[src/rtl/spa_pkg.sv]
// Shared types and constants for the scratchpad access sequencer (spa_seq).
// The optional write-verify pass is enabled by the SPA_WRITE_VERIFY_EN macro.
package spa_pkg;

    localparam logic [1:0] SPA_BANK_TMP = 2'b00;
    localparam logic [1:0] SPA_BANK_GPR = 2'b01;
    localparam logic [1:0] SPA_BANK_IPR = 2'b10;
    localparam logic [1:0] SPA_BANK_ILL = 2'b11;

    localparam logic [1:0] SPA_ERR_NONE   = 2'b00;
    localparam logic [1:0] SPA_ERR_BANK   = 2'b01;
    localparam logic [1:0] SPA_ERR_VERIFY = 2'b10;

    typedef enum logic [2:0] {
        ST_IDLE,
        ST_RD_ADDR,
        ST_RD_DATA,
        ST_W_SETUP,
        ST_W_PULSE,
        ST_W_HOLD,
        ST_V_ADDR,
        ST_V_DATA
    } spa_state_e;

    typedef struct packed {
        logic        wr;
        logic [1:0]  bank;
        logic [3:0]  addr;
        logic [3:0]  be;
        logic [31:0] data;
    } spa_req_t;

    // Active-low chip selects ordered {tmp, gpr, ipr}; the illegal bank selects nothing.
    function automatic logic [2:0] spa_cs_l(input logic [1:0] bank);
        case (bank)
            SPA_BANK_TMP: spa_cs_l = 3'b011;
            SPA_BANK_GPR: spa_cs_l = 3'b101;
            SPA_BANK_IPR: spa_cs_l = 3'b110;
            default:      spa_cs_l = 3'b111;
        endcase
    endfunction

    function automatic logic [31:0] spa_be_mask(input logic [3:0] be);
        spa_be_mask = {{8{be[3]}}, {8{be[2]}}, {8{be[1]}}, {8{be[0]}}};
    endfunction

endpackage

[src/rtl/spa_arb.sv]
// Two-way requester arbiter: micro has priority, but a console request that has
// watched CON_STARVE consecutive micro grants wins the next arbitration.
module spa_arb #(
    parameter int CON_STARVE = 4
) (
    input  logic clk_h,
    input  logic reset_l,
    input  logic i_en,
    input  logic i_mreq,
    input  logic i_creq,
    output logic o_gnt,
    output logic o_src
);

    localparam logic [3:0] STARVE_MAX = 4'(CON_STARVE);

    logic [3:0] r_starve;
    logic       w_con_due;

    assign w_con_due = (r_starve == STARVE_MAX);
    assign o_gnt     = i_en && (i_mreq || i_creq);
    assign o_src     = i_creq && (!i_mreq || w_con_due);

    always_ff @(posedge clk_h) begin
        if (!reset_l) begin
            r_starve <= 4'd0;
        end else if (o_gnt) begin
            if (o_src) begin
                r_starve <= 4'd0;
            end else if (i_creq && !w_con_due) begin
                r_starve <= r_starve + 4'd1;
            end
        end
    end

endmodule

[src/rtl/spa_seq.sv]
// Scratchpad access sequencer: arbitrates micro/console requests and drives the
// async 16x4 RAM strobes. Define SPA_WRITE_VERIFY_EN for a read-back check after writes.
module spa_seq
    import spa_pkg::*;
#(
    parameter int CON_STARVE = 4
) (
    input  logic        clk_h,
    input  logic        reset_l,
    input  logic        mreq_h,
    input  logic        mwr_h,
    input  logic [1:0]  mbank_h,
    input  logic [3:0]  maddr_h,
    input  logic [3:0]  mbe_h,
    input  logic [31:0] mdata_h,
    output logic        mack_h,
    input  logic        creq_h,
    input  logic        cwr_h,
    input  logic [1:0]  cbank_h,
    input  logic [3:0]  caddr_h,
    input  logic [3:0]  cbe_h,
    input  logic [31:0] cdata_h,
    output logic        cack_h,
    output logic [31:0] rdata_h,
    output logic        rvalid_h,
    output logic        rsrc_h,
    output logic        busy_h,
    output logic        err_h,
    output logic [1:0]  errcode_h,
    output logic [3:0]  rspa_h,
    output logic [31:0] wbus_h,
    output logic [3:0]  spw_l,
    output logic        rcs_tmp_l,
    output logic        rcs_gpr_l,
    output logic        rcs_ipr_l,
    input  logic [31:0] rbus_l
);

    spa_state_e  r_state, w_state_next;
    logic [1:0]  r_bank;
    logic [3:0]  r_be;
    logic        r_src;
    logic [3:0]  r_rspa;
    logic [31:0] r_wbus;
    logic [31:0] r_rdata;
    logic        r_rvalid;
    logic        r_rsrc;
    logic        r_err;
    logic [1:0]  r_errcode;

    logic        w_gnt, w_src, w_cs_on;
    logic [2:0]  w_rcs_l;
    logic [3:0]  w_spw_l;
    spa_req_t    w_sel;

    spa_arb #(.CON_STARVE(CON_STARVE)) u_arb (
        .clk_h  (clk_h),
        .reset_l(reset_l),
        .i_en   (r_state == ST_IDLE),
        .i_mreq (mreq_h),
        .i_creq (creq_h),
        .o_gnt  (w_gnt),
        .o_src  (w_src)
    );

    assign w_sel = w_src ? {cwr_h, cbank_h, caddr_h, cbe_h, cdata_h}
                         : {mwr_h, mbank_h, maddr_h, mbe_h, mdata_h};

`ifdef SPA_WRITE_VERIFY_EN
    logic w_vfy_bad;
    assign w_vfy_bad = |((~rbus_l ^ r_wbus) & spa_be_mask(r_be));
`endif

    always_comb begin
        w_state_next = r_state;
        case (r_state)
            ST_IDLE: begin
                if (w_gnt && (w_sel.bank != SPA_BANK_ILL)) begin
                    w_state_next = w_sel.wr ? ST_W_SETUP : ST_RD_ADDR;
                end
            end
            ST_RD_ADDR: w_state_next = ST_RD_DATA;
            ST_RD_DATA: w_state_next = ST_IDLE;
            ST_W_SETUP: w_state_next = ST_W_PULSE;
            ST_W_PULSE: w_state_next = ST_W_HOLD;
            ST_W_HOLD: begin
`ifdef SPA_WRITE_VERIFY_EN
                w_state_next = (r_be != 4'b0000) ? ST_V_ADDR : ST_IDLE;
`else
                w_state_next = ST_IDLE;
`endif
            end
            ST_V_ADDR:  w_state_next = ST_V_DATA;
            ST_V_DATA:  w_state_next = ST_IDLE;
            default:    w_state_next = ST_IDLE;
        endcase
    end

    // Strobes decode straight from state so a reset edge releases them immediately.
    always_comb begin
        w_cs_on = (r_state == ST_RD_ADDR) || (r_state == ST_RD_DATA) ||
                  (r_state == ST_W_PULSE) ||
                  (r_state == ST_V_ADDR)  || (r_state == ST_V_DATA);
        w_rcs_l = w_cs_on ? spa_cs_l(r_bank) : 3'b111;
        w_spw_l = (r_state == ST_W_PULSE) ? ~r_be : 4'hF;
    end

    always_ff @(posedge clk_h) begin
        if (!reset_l) begin
            r_state   <= ST_IDLE;
            r_bank    <= SPA_BANK_TMP;
            r_be      <= 4'h0;
            r_src     <= 1'b0;
            r_rspa    <= 4'h0;
            r_wbus    <= 32'h0;
            r_rdata   <= 32'h0;
            r_rvalid  <= 1'b0;
            r_rsrc    <= 1'b0;
            r_err     <= 1'b0;
            r_errcode <= SPA_ERR_NONE;
        end else begin
            r_state   <= w_state_next;
            r_rvalid  <= 1'b0;
            r_err     <= 1'b0;
            r_errcode <= SPA_ERR_NONE;
            if (w_gnt) begin
                r_src <= w_src;
                if (w_sel.bank == SPA_BANK_ILL) begin
                    r_err     <= 1'b1;
                    r_errcode <= SPA_ERR_BANK;
                    r_rsrc    <= w_src;
                end else begin
                    r_bank <= w_sel.bank;
                    r_be   <= w_sel.be;
                    r_rspa <= w_sel.addr;
                    if (w_sel.wr) begin
                        r_wbus <= w_sel.data;
                    end
                end
            end
            if (r_state == ST_RD_DATA) begin
                r_rdata  <= ~rbus_l;
                r_rvalid <= 1'b1;
                r_rsrc   <= r_src;
            end
`ifdef SPA_WRITE_VERIFY_EN
            if ((r_state == ST_V_DATA) && w_vfy_bad) begin
                r_err     <= 1'b1;
                r_errcode <= SPA_ERR_VERIFY;
                r_rsrc    <= r_src;
            end
`endif
        end
    end

    assign mack_h    = w_gnt && !w_src;
    assign cack_h    = w_gnt && w_src;
    assign busy_h    = (r_state != ST_IDLE);
    assign rdata_h   = r_rdata;
    assign rvalid_h  = r_rvalid;
    assign rsrc_h    = r_rsrc;
    assign err_h     = r_err;
    assign errcode_h = r_errcode;
    assign rspa_h    = r_rspa;
    assign wbus_h    = r_wbus;
    assign spw_l     = w_spw_l;
    assign rcs_tmp_l = w_rcs_l[2];
    assign rcs_gpr_l = w_rcs_l[1];
    assign rcs_ipr_l = w_rcs_l[0];

endmodule

[config.mk]
export PLATFORM = sky130hd
export DESIGN_NAME = spa_seq
export DESIGN_NICKNAME = d
export VERILOG_FILES = /design/src/rtl/spa_pkg.sv /design/src/rtl/spa_arb.sv /design/src/rtl/spa_seq.sv
export SDC_FILE = /design/constraint.sdc
export NUM_CORES = 1
export LEC_CHECK = 0
export ABC_CLOCK_PERIOD_IN_PS = 2640
export CAP_MARGIN = 10
export CORE_MARGIN = 1.5
export CORE_UTILIZATION = 40
export CTS_BUF_LIST = sky130_fd_sc_hd__clkbuf_8
export DETAILED_ROUTE_END_ITERATION = 8
export PLACE_DENSITY = 0.82
export SLEW_MARGIN = 15
export SYNTH_ARGS = -nofsm -noshare
export SYNTH_HDL_FRONTEND = slang
export SYNTH_HIERARCHICAL = 1
export SYNTH_SLANG_ARGS = --single-unit
[constraint.sdc]
create_clock -name clk_h -period 2.64 [get_ports clk_h]
set_input_delay 0.528 -clock clk_h [delete_from_list [all_inputs] [get_ports clk_h]]
set_output_delay 0.528 -clock clk_h [all_outputs]
set_load 0.01 [all_outputs]
==> flow_summary.yaml <==
synth:
  syn_area_mm2: 0.00378
  yosysTopAreaCellShare: 0.450
  synth_warnings: 6
  synth_area_per_cell_um2: 9.75
  synth_xor_area_frac: 0.00232
  synth_area_leaders: "dfxtp_1 (45%), mux2_2 (12%), mux2i_1 (9.0%), o2bb2ai_1 (7.4%), nand2_1 (7.2%)"
  synth.distinct_cells: 44
  seq_area_frac_synth: 0.450
  async_flop_share: 0
  synth_compound_area_frac: 0.130
  netlist_instances: 388
  synth_nets: 512
  synth_top_family_by_area: "multiplexers"
  synth-edff-count: 0
  ys_seq_elements: 85
  synth-simple-area-share: 0.138
  synth.largest_area_cell: "dfxtp_1"
  synth-main-ff-cell: "dfxtp_1"
  synth_mux_area_frac: 0.212
  synth_fa_ha_area_frac: 0.00662
grt:
  grt-busiest-layer: "met2"
  globalRoute.totalOverflow: 0
  grt_max_degree: 38
  use_met1: 0.229
  use_met2: 0.406
  grt_usage: 0.214
  grt_pass1_vias: 3608
  grt_pass1_wl_mm: 17.1
  antenna_found_initial: 0
  grtUsageMet3: 0.0634
floorplan:
  die_h_um: 100
  start_util: 0.411
  placementRows: 35
  core_area_mm2: 0.00920
  dieWidth_um: 100
  die_area_mm2: 0.0100
  io_pins: 205
setup_path:
  cp_max_fo: 9
  arrival_ps: 1990
  ff2ff_setup_slack_ps: 150
  path_class: "reg -> out"
  slowest_delay_ps: 530
  path_cells: "buf_4 -> xor2_1 -> a211oi_1 -> nand2b_1 -> clkdlybuf4s50_1"
  cp-start-kind: "flop"
  crit_slowest_cell: "clkdlybuf4s50_1"
  crit_family: "buffers and inverters"
  critPathBufInv: 2
  critPathCaptureType: "output port"
  cp.required_ps: 2110
finish:
  drive_gt1_frac: 0.137
  register_area_mm2: 0.00170
  fillers: 748
  fin_util: 0.667
  multi_input_area_mm2: 0.00186
  area_growth_pct: 62.2
  antenna_cells: 0
  finish.net_count: 709
flow_run:
  cap_violations: 0
power_and_ir_drop:
  p_switching_mw: 1.02
  power_frac_seq: 0.418
  p_total_mw: 3.64
  total_leakage_power_nw: 2.43
  swShare: 0.280
  ir_worst_vdd_mv: 0.353
  power_density_mw_per_mm2: 593
  p_comb_frac: 0.301
  p_int_mw: 2.62
  clkPwrFrac: 0.281
hold_path:
  min_path_type: "reg -> reg"
route:
  routedWlPerCell_um: 15.7
  wl_mm: 11.0
  drc: 0
  vias: 3586
  ant_nets: 0
  drt-pass1-iter-count: 4
  drtIter0Drc: 163
  post_drt_via_cell_ratio: 5.12
timing:
  slew_violations: 0
  fin_skew_ps: 7.37
  setup_viol: 0
  period_share: 0.952
  hold_viol_final: 0
  setup_slack_ps: 127
  fin_crit_ps: 2510
  timing.fmax_mhz: 398
  rsz0062_at_grt: "false"
clocking:
  cts_htree_levels: 3
  cts_buffer_depth: 2
  clk_pin_slew_worst_paths_ps: 90
  clock-sinks: 85
  postCtsHoldBufs: 0
  cts_made_buffers: 9
  cts_tree: "done"
  cts_root_buf: "clkbuf_8"
  clk_latency_ps: 340
  post_cts_buffers: 0
placement:
  portBuffers: 203
  dpl.hpwl_mm: 8.44
  gp_congestion: 0.824
  post-place-ws_ps: -294
status:
  status: "completed"
cells by family (layout without fill, tap and decap cells):
family                   Yosys count  after routing
AND/OR/NAND/NOR                  113            113
adder cells (fa/ha/maj)            2              2
AO/OA/AOI/OAI                     62             62
buffers and inverters             49            251
multiplexers                      75             75
flip-flops                        85             85
XOR/XNOR                           1              1
other                              1              1
flip-flops by register name, indices dropped and copies added (netlist names):
name            cells
errcode_h           1
r_bank              2
r_be                4
r_src               1
r_state             3
rdata_h            32
rspa_h              4
rsrc_h              1
rvalid_h            1
u_arb/r_starve      4
wbus_h             32
cell type report:
| cell class | count | share of cell area |
|---|---|---|
| clock buffers | 10 | 0.0224 |
| clock inverters | 6 | 0.0143 |
| inverters | 17 | 0.0104 |
| multi-input cells | 254 | 0.304 |
| flip-flops and latches | 85 | 0.278 |
| well taps | 111 | 0.0226 |
| repair buffers | 218 | 0.348 |
placed cells by master, fill, tap and decap left out, types with 10 or more instances in the layout:
cell / count
clkdlybuf4s50_1: 200
mux2i_1: 34
nand2_1: 73
inv_1: 17
a211oi_1: 11
mux2_2: 41
clkbuf_8: 10
o2bb2ai_1: 32
dfxtp_1: 83
buf_4: 15
per-layer routing:
metal  part of all wire  vias up
li1                   -     1761
met1               0.39     1697
met2               0.53      115
met3              0.064       13
met4              0.016        0
met5                  0        -
power groups by stage:
stage / clock (mW) / combinational [mW] / sequential (mW)
CTS: 1.05 / 1.10 / 1.52
global placement: 0 / 1.06 / 1.54
global route: 1.10 / 1.17 / 1.54
floorplan: 0 / 0.456 / 1.59
detailed placement: 0 / 1.09 / 1.55
finish: 1.02 / 1.09 / 1.52
cells in the mapped netlist (all sizes together), types with 2 or more instances:
| cell type | instances |
|---|---|
| nand2 | 73 |
| nand3 | 9 |
| nor4 | 8 |
| o21a | 2 |
| dfxtp | 85 |
| and2 | 3 |
| o2bb2ai | 32 |
| mux2i | 34 |
| clkbuf | 23 |
| a21oi | 6 |
| ha | 2 |
| nand2b | 2 |
| nor2 | 5 |
| a211oi | 11 |
| mux2 | 41 |
| o21ai | 4 |
| inv | 17 |
| buf | 9 |
worst paths after layout:
kind                                  startpoint                     end  cells after the start
hold reg to reg           rspa_h[2]$_SDFFE_PN0P_  rspa_h[2]$_SDFFE_PN0P_                      2
hold / removal            rspa_h[2]$_SDFFE_PN0P_  rspa_h[2]$_SDFFE_PN0P_                      2
setup reg to reg  u_arb/r_starve[0]$_SDFFE_PN0P_  wbus_h[9]$_SDFFE_PN0P_                      9
setup / recovery         r_state[1]$_SDFFE_PN0P_               rcs_tmp_l                      5
worst min-delay path: stages (launching register included):
cell and delay [ps]:
dfxtp_1 320, inv_1 50, a211oi_1 50
repair_timing:
action / in CTS / in global routing
gates resized for setup: 4 / 2
hold endpoints to repair: 0 / 0
setup endpoints to repair: 2 / 2
stage by stage:
stage                     TNS, ps  instance area [um^2]  hold WS [ps]  std cells
after floorplan                 0                  3780           434        388
after global placement      -7220                  5900           444        685
after detailed placement    -9400                  5900           447        685
after CTS                       0                  6130           465        701
after global routing            0                  6130           478        701
final                           0                  6130           457        701
(Power assumes the default switching activity.)
